**src/rtl/csr_pkg.sv**
```systemverilog
// Shared types and default constants for the CSR bank: FSM states, the
// per-access descriptor, and the reset helper values.
package csr_pkg;

  localparam int CSR_ADDR_MAX_W = 16;
  localparam int CSR_DATA_MAX_W = 32;

  localparam logic [7:0] CSR_REG0_RESET = 8'hCC;
  localparam logic [7:0] CSR_ERR_FILL   = 8'hFF;

  typedef enum logic [1:0] {
    ST_IDLE,
    ST_WRITE,
    ST_READ,
    ST_ERR
  } csr_state_e;

  typedef struct packed {
    logic [CSR_ADDR_MAX_W-1:0] addr;
    logic [CSR_DATA_MAX_W-1:0] data;
    logic                      is_write;
  } csr_access_t;

endpackage

```
**src/rtl/sync_edge_detect.sv**
```systemverilog
// Multi-flop synchroniser for an asynchronous strobe plus rising-edge detect.
// The chain resets to ones so a strobe held high through reset gives no edge.
module sync_edge_detect #(
  parameter int SYNC_STAGES = 2
) (
  input  logic clk_i,
  input  logic rst_n,
  input  logic async_i,
  output logic rise_o
);

  logic [SYNC_STAGES-1:0] sync_q;
  logic                   prev_q;

  always_ff @(posedge clk_i) begin
    if (!rst_n) begin
      sync_q <= '1;
      prev_q <= 1'b1;
    end else begin
      sync_q <= {sync_q[SYNC_STAGES-2:0], async_i};
      prev_q <= sync_q[SYNC_STAGES-1];
    end
  end

  assign rise_o = sync_q[SYNC_STAGES-1] & ~prev_q;

endmodule

```
**src/rtl/csr_bank.sv**
```systemverilog
// CSR bank bridging an asynchronous host strobe port to clk_i: config
// registers with RW/pulse bits, status registers with live/sticky W1C bits.
module csr_bank
  import csr_pkg::*;
#(
  parameter int ADDR_WIDTH     = 7,
  parameter int DATA_WIDTH     = 8,
  parameter int NUM_CONFIG_REG = 12,
  parameter int NUM_STATUS_REG = 4,
  parameter int SYNC_STAGES    = 2,
  parameter logic [DATA_WIDTH*NUM_CONFIG_REG-1:0] CFG_RESET =
    {{(DATA_WIDTH*(NUM_CONFIG_REG-1)){1'b0}}, DATA_WIDTH'(CSR_REG0_RESET)},
  parameter logic [DATA_WIDTH*NUM_CONFIG_REG-1:0] CFG_PULSE_MASK  = '0,
  parameter logic [DATA_WIDTH*NUM_STATUS_REG-1:0] STS_STICKY_MASK = '0
) (
  input  logic                                 clk_i,
  input  logic                                 rst_n,
  input  logic [ADDR_WIDTH-1:0]                addr_i,
  input  logic [DATA_WIDTH-1:0]                write_data_i,
  input  logic                                 write_en_i,
  input  logic                                 read_en_i,
  output logic [DATA_WIDTH-1:0]                read_data_o,
  output logic                                 read_valid_o,
  output logic                                 error_o,
  output logic                                 irq_o,
  output logic [DATA_WIDTH*NUM_CONFIG_REG-1:0] config_bus_o,
  input  logic [DATA_WIDTH*NUM_STATUS_REG-1:0] status_bus_i
);

  localparam int NUM_REG = NUM_CONFIG_REG + NUM_STATUS_REG;

  logic wr_rise, rd_rise, rd_pend_q;
  logic acc_valid, acc_oor, wr_cfg, wr_sts, rd_take;
  int   acc_idx;

  csr_state_e  state_q, state_d;
  csr_access_t acc;

  logic [DATA_WIDTH-1:0]                wdata, rd_val;
  logic [DATA_WIDTH*NUM_CONFIG_REG-1:0] cfg_q, cfg_d;
  logic [DATA_WIDTH*NUM_STATUS_REG-1:0] sts_q, sts_d, sts_clr, sts_view;

  sync_edge_detect #(.SYNC_STAGES(SYNC_STAGES)) u_wr_edge (
    .clk_i   (clk_i),
    .rst_n   (rst_n),
    .async_i (write_en_i),
    .rise_o  (wr_rise)
  );

  sync_edge_detect #(.SYNC_STAGES(SYNC_STAGES)) u_rd_edge (
    .clk_i   (clk_i),
    .rst_n   (rst_n),
    .async_i (read_en_i),
    .rise_o  (rd_rise)
  );

  // Write wins a tie; the read waits one cycle in rd_pend_q and then sees the new data.
  always_comb begin
    acc          = '0;
    acc.addr     = CSR_ADDR_MAX_W'(addr_i);
    acc.data     = CSR_DATA_MAX_W'(write_data_i);
    acc.is_write = wr_rise;
    acc_valid    = wr_rise | rd_rise | rd_pend_q;
    acc_idx      = int'(acc.addr);
    acc_oor      = acc_idx >= NUM_REG;
    state_d      = ST_IDLE;
    if (acc_valid) begin
      if (acc_oor)           state_d = ST_ERR;
      else if (acc.is_write) state_d = ST_WRITE;
      else                   state_d = ST_READ;
    end
  end

  always_ff @(posedge clk_i) begin
    if (!rst_n) begin
      state_q   <= ST_IDLE;
      rd_pend_q <= 1'b0;
    end else begin
      state_q   <= state_d;
      rd_pend_q <= wr_rise & (rd_rise | rd_pend_q);
    end
  end

  assign wdata    = DATA_WIDTH'(acc.data);
  assign wr_cfg   = (state_d == ST_WRITE) && (acc_idx < NUM_CONFIG_REG);
  assign wr_sts   = (state_d == ST_WRITE) && (acc_idx >= NUM_CONFIG_REG);
  assign rd_take  = (state_d == ST_READ) || ((state_d == ST_ERR) && !acc.is_write);
  assign sts_view = status_bus_i | sts_q;

  always_comb begin
    cfg_d   = (cfg_q & ~CFG_PULSE_MASK) | (CFG_RESET & CFG_PULSE_MASK);
    sts_clr = '0;
    rd_val  = '1;
    for (int i = 0; i < NUM_CONFIG_REG; i++) begin
      if (acc_idx == i) begin
        rd_val = cfg_q[DATA_WIDTH*i +: DATA_WIDTH];
        if (wr_cfg) cfg_d[DATA_WIDTH*i +: DATA_WIDTH] = wdata;
      end
    end
    for (int j = 0; j < NUM_STATUS_REG; j++) begin
      if (acc_idx == NUM_CONFIG_REG + j) begin
        rd_val = sts_view[DATA_WIDTH*j +: DATA_WIDTH];
        if (wr_sts) sts_clr[DATA_WIDTH*j +: DATA_WIDTH] =
          wdata & STS_STICKY_MASK[DATA_WIDTH*j +: DATA_WIDTH];
      end
    end
    // New events override a same-cycle clear.
    sts_d = (sts_q & ~sts_clr) | (status_bus_i & STS_STICKY_MASK);
  end

  always_ff @(posedge clk_i) begin
    if (!rst_n) begin
      cfg_q        <= CFG_RESET;
      sts_q        <= '0;
      irq_o        <= 1'b0;
      read_data_o  <= '0;
      read_valid_o <= 1'b0;
    end else begin
      cfg_q        <= cfg_d;
      sts_q        <= sts_d;
      irq_o        <= |sts_q;
      read_valid_o <= rd_take;
      if (rd_take) read_data_o <= rd_val;
    end
  end

  assign error_o      = (state_q == ST_ERR);
  assign config_bus_o = cfg_q;

endmodule

```
**config.mk**
```make
export PLATFORM = sky130hd
export DESIGN_NAME = csr_bank
export DESIGN_NICKNAME = d
export VERILOG_FILES = /design/src/rtl/csr_pkg.sv /design/src/rtl/sync_edge_detect.sv /design/src/rtl/csr_bank.sv
export SDC_FILE = /design/constraint.sdc
export NUM_CORES = 1
export LEC_CHECK = 0
export ABC_AREA = 1
export CAP_MARGIN = 10
export CORE_MARGIN = 3
export CORE_UTILIZATION = 45
export CTS_CLUSTER_DIAMETER = 100
export DETAILED_ROUTE_END_ITERATION = 8
export PLACE_DENSITY_LB_ADDON = 0.25
export SKIP_LAST_GASP = 1
export SYNTH_ARGS = -nofsm -noshare
export SYNTH_HDL_FRONTEND = slang
export SYNTH_SLANG_ARGS = --single-unit
```
**constraint.sdc**
```tcl
create_clock -name clk_i -period 2.25 [get_ports clk_i]
set_input_delay 0.675 -clock clk_i [delete_from_list [all_inputs] [get_ports clk_i]]
set_output_delay 0.675 -clock clk_i [all_outputs]
set_load 0.05 [all_outputs]
```
==> metrics.cfg, run 1 <==
[setup_path]
critPathTopFamily = buffers and inverters
rr_worst_depth = 7
cp_slowest_cell = clkdlybuf4s50_1
reg2reg_from = u_rd_edge.sync_q[1]$_SDFF_PN1_
worst-path-stages = 1
worstSetupPathType = reg2out
end_kind = output pin
crit_required_ps = 1570
timing.critical_path.arrival_ps = 1560
crit_chain = clkdlybuf4s50_1
startpoint = config_bus_o[91]$_SDFFE_PN0P_
path_buf_inv = 1
critical_path_peak_fanout = 2
cp-start-kind = flip-flop
cpPeakStageDelay_ps = 820

[timing]
slew_headroom_pct = 61.1
finalCritPeriodShare_pct = 99.3
finalHoldWorstSlack_ps = 422
setup_ws_ps = 16.6
max_freq_mhz = 448
slew_viol_final = 0
skew_ps = 8.99
finalSetupViolations = 0
grt_setup_unrepaired = yes
hold_viol = 0
period_needed_ps = 2230
worstMarginPinSlew_ps = 582

[placement]
pre_cts_slack_ps = -664
routabilityCongestion = 0.878
dp.cells = 1040
dp_hpwl_mm = 13.6
portBuffers = 156

[synthesis]
synth_cell_types = 33
netlist_area_um2 = 5430
synthAdderAreaFrac_pct = 0
syn_area_per_cell_um2 = 7.53
synth_cells = 721
muxShareOfSynthArea_pct = 0
ys.flop_type = dfxtp_1
synth-compound-area-share_pct = 19.4
synth_seq_cells = 114
synth_top_family_by_area = simple AND/OR/NAND/NOR gates
yosys.area.top_type = dfxtp_1
synth_edf_count = 0
synth-seq-area-share_pct = 42.1
synthTopCellsByArea = dfxtp_1 42%, a21oi_1 9.2%, o21ai_0 8.3%, nand2_1 7.1%, inv_1 4.8%
synth_simple_gate_area_share_pct = 28.6
synth_nets = 772
synth_xor_area_share_pct = 0
async_flop_share_pct = 0
synth_warnings = 0
yosysTopAreaCellShare_pct = 42.1

[drt]
drtIter0Drc = 626
finalWirelength_mm = 19.1
viasPerCell = 5.45
wire_per_inst_um = 17.7
firstDrtPassIters = 5
vias = 5893
drtAntennaViolNets = 0
drc_errors = 0

[die]
fp.dieW_um = 116
rows = 39
dieArea_um2 = 13400
io_pins = 158
core-area_um2 = 11600
initial_utilization_pct = 46.7
die_h_um = 116

[run]
cap_violations = 0

[grt]
grt_max_degree = 50
antenna_found_initial = 0
grt_first_pass_wirelength_mm = 28.7
grt_pass1_vias = 5452
grt_usage_pct = 27.7
grt_overflow = 0

[min_path]
hold_depth = 2
min_path_type = reg2reg
min_from = u_rd_edge.sync_q[1]$_SDFF_PN1_

[finish]
fin_cells = 1081
drive_gt1_share_pct = 26.3
final_common_cell = buf_4
layout_common_cells = 123 x buf_4, 114 x dfxtp_1, 99 x a21oi_1
utilization_pct = 69.2
layout.nets = 978
syn2layout_area_growth_pct = 48.1
fillers = 950
antenna-diode-count = 0

[clock_tree]
cts_tree = built
path_clk_slew_ps = 60
cts_inserted_buffers = 17
insertion_delay_ps = 420
holdBufCountCts = 0
cts_sinks = 114
htree_levels = 4
max-clock-path-buffers = 2
root_buffer = clkbuf_16

[outcome]
outcome = completed

[power]
p_leak_nw = 4.02
vdd_ir_drop_max_mv = 0.380
cellPowerDensity_nw_per_um2 = 641

[worst paths after layout]
kind	slack [ps]	end
max	20	config_bus_o[91]
min	420	u_rd_edge.prev_q$_SDFF_PN1_
max reg2reg	450	read_data_o[2]$_SDFFE_PN0P_
min reg2reg	420	u_rd_edge.prev_q$_SDFF_PN1_
[cell type report]
type / instances / area (um^2) / share of cell area [%]
clock buffers: 20 / 457 / 5.68
clock inverters: 10 / 135 / 1.68
inverters: 86 / 338 / 4.20
multi-input cells: 490 / 2720 / 33.9
flip-flops and latches: 114 / 2280 / 28.4
well taps: 143 / 179 / 2.23
repair buffers: 218 / 1920 / 23.9
[synth_stat cells, types with 3 or more instances]
| library cell | instances |
|---|---|
| o21ai_1 | 13 |
| nor2_8 | 11 |
| or2_1 | 11 |
| nor2_4 | 5 |
| o21ai_0 | 90 |
| nand4_1 | 15 |
| nand2_4 | 4 |
| o211ai_1 | 4 |
| nor3_2 | 3 |
| nor2_1 | 52 |
| inv_2 | 9 |
| buf_4 | 7 |
| a21oi_1 | 100 |
| nand3_1 | 38 |
| clkinv_1 | 6 |
| nand2_2 | 3 |
| inv_1 | 69 |
| dfxtp_1 | 114 |
| nor2_2 | 5 |
| or2_0 | 5 |
| clkbuf_1 | 14 |
| nand2_1 | 103 |
| or2_2 | 17 |
| nand3b_1 | 6 |
| buf_6 | 8 |
[registers in the layout, indices dropped and copies added, names as in the netlist]
signal / count
config_bus_o: 96
read_data_o: 8
state_q: 2
u_rd_edge.sync_q: 2
u_wr_edge.sync_q: 2
rd_pend_q: 1
read_valid_o: 1
u_rd_edge.prev_q: 1
u_wr_edge.prev_q: 1
[cell families (layout without fill, tap and decap cells)]
group | count (synthesis) | after routing
AO/OA/AOI/OAI | 208 | 208
other | 1 | 1
flip-flops | 114 | 114
AND/OR/NAND/NOR | 281 | 281
buffers and inverters | 117 | 334
[per-stage QoR]
stage / cell area, um^2 / TNS [ps] / power (mW)
3_3_place_gp: 7230 / -31620 / 2.44
6_report: 8040 / 0 / 5.15
4_1_cts: 7940 / 0 / 5.14
3_5_place_dp: 7230 / -36930 / 2.44
2_1_floorplan: 5430 / 0 / 2.24
5_1_grt: 8040 / -44.4 / 5.27
[tightest hold or removal path: cells and delay by family (launching register included)]
family                 cells  cell delay, ps
AND/OR/NAND/NOR            1              40
buffers and inverters      1              50
flip-flops                 1             310
[power breakdown]
part	total, mW	switching [mW]	internal (mW)
sequential	2.04	0.00422	2.03
clock	2.72	0.943	1.78
combinational	0.392	0.219	0.172
[metal layers]
metal | track usage, % | vias to the layer above | routed length, um
met1 | 35.9 | 2728 | 7680
met4 | 12.5 | 0 | 663
li1 | - | 2785 | -
met3 | 5.59 | 60 | 1600
met5 | 0 | - | 0
met2 | 44.6 | 320 | 9170
[timing repair]
| item | in CTS | in global routing |
|---|---|---|
| pin swaps | 21 | 24 |
| endpoints found under the setup margin | 34 | 22 |
| setup buffers | 11 | 0 |
| resized for setup | 37 | 48 |
| endpoints found under the hold margin | 0 | 0 |
| gates cloned | 0 | 0 |
No activity file was read; power rests on OpenSTA's default activity.
==> run 2: changes to the inputs <==
--- a/config.mk
+++ b/config.mk
@@ -11,6 +11,7 @@
 export CORE_UTILIZATION = 45
 export CTS_CLUSTER_DIAMETER = 100
 export DETAILED_ROUTE_END_ITERATION = 8
+export HOLD_SLACK_MARGIN = 0.03
 export PLACE_DENSITY_LB_ADDON = 0.25
 export SKIP_LAST_GASP = 1
 export SYNTH_ARGS = -nofsm -noshare
==> results of run 2 <==
The final DEF is identical to that of run 1; final timing and power are the same.
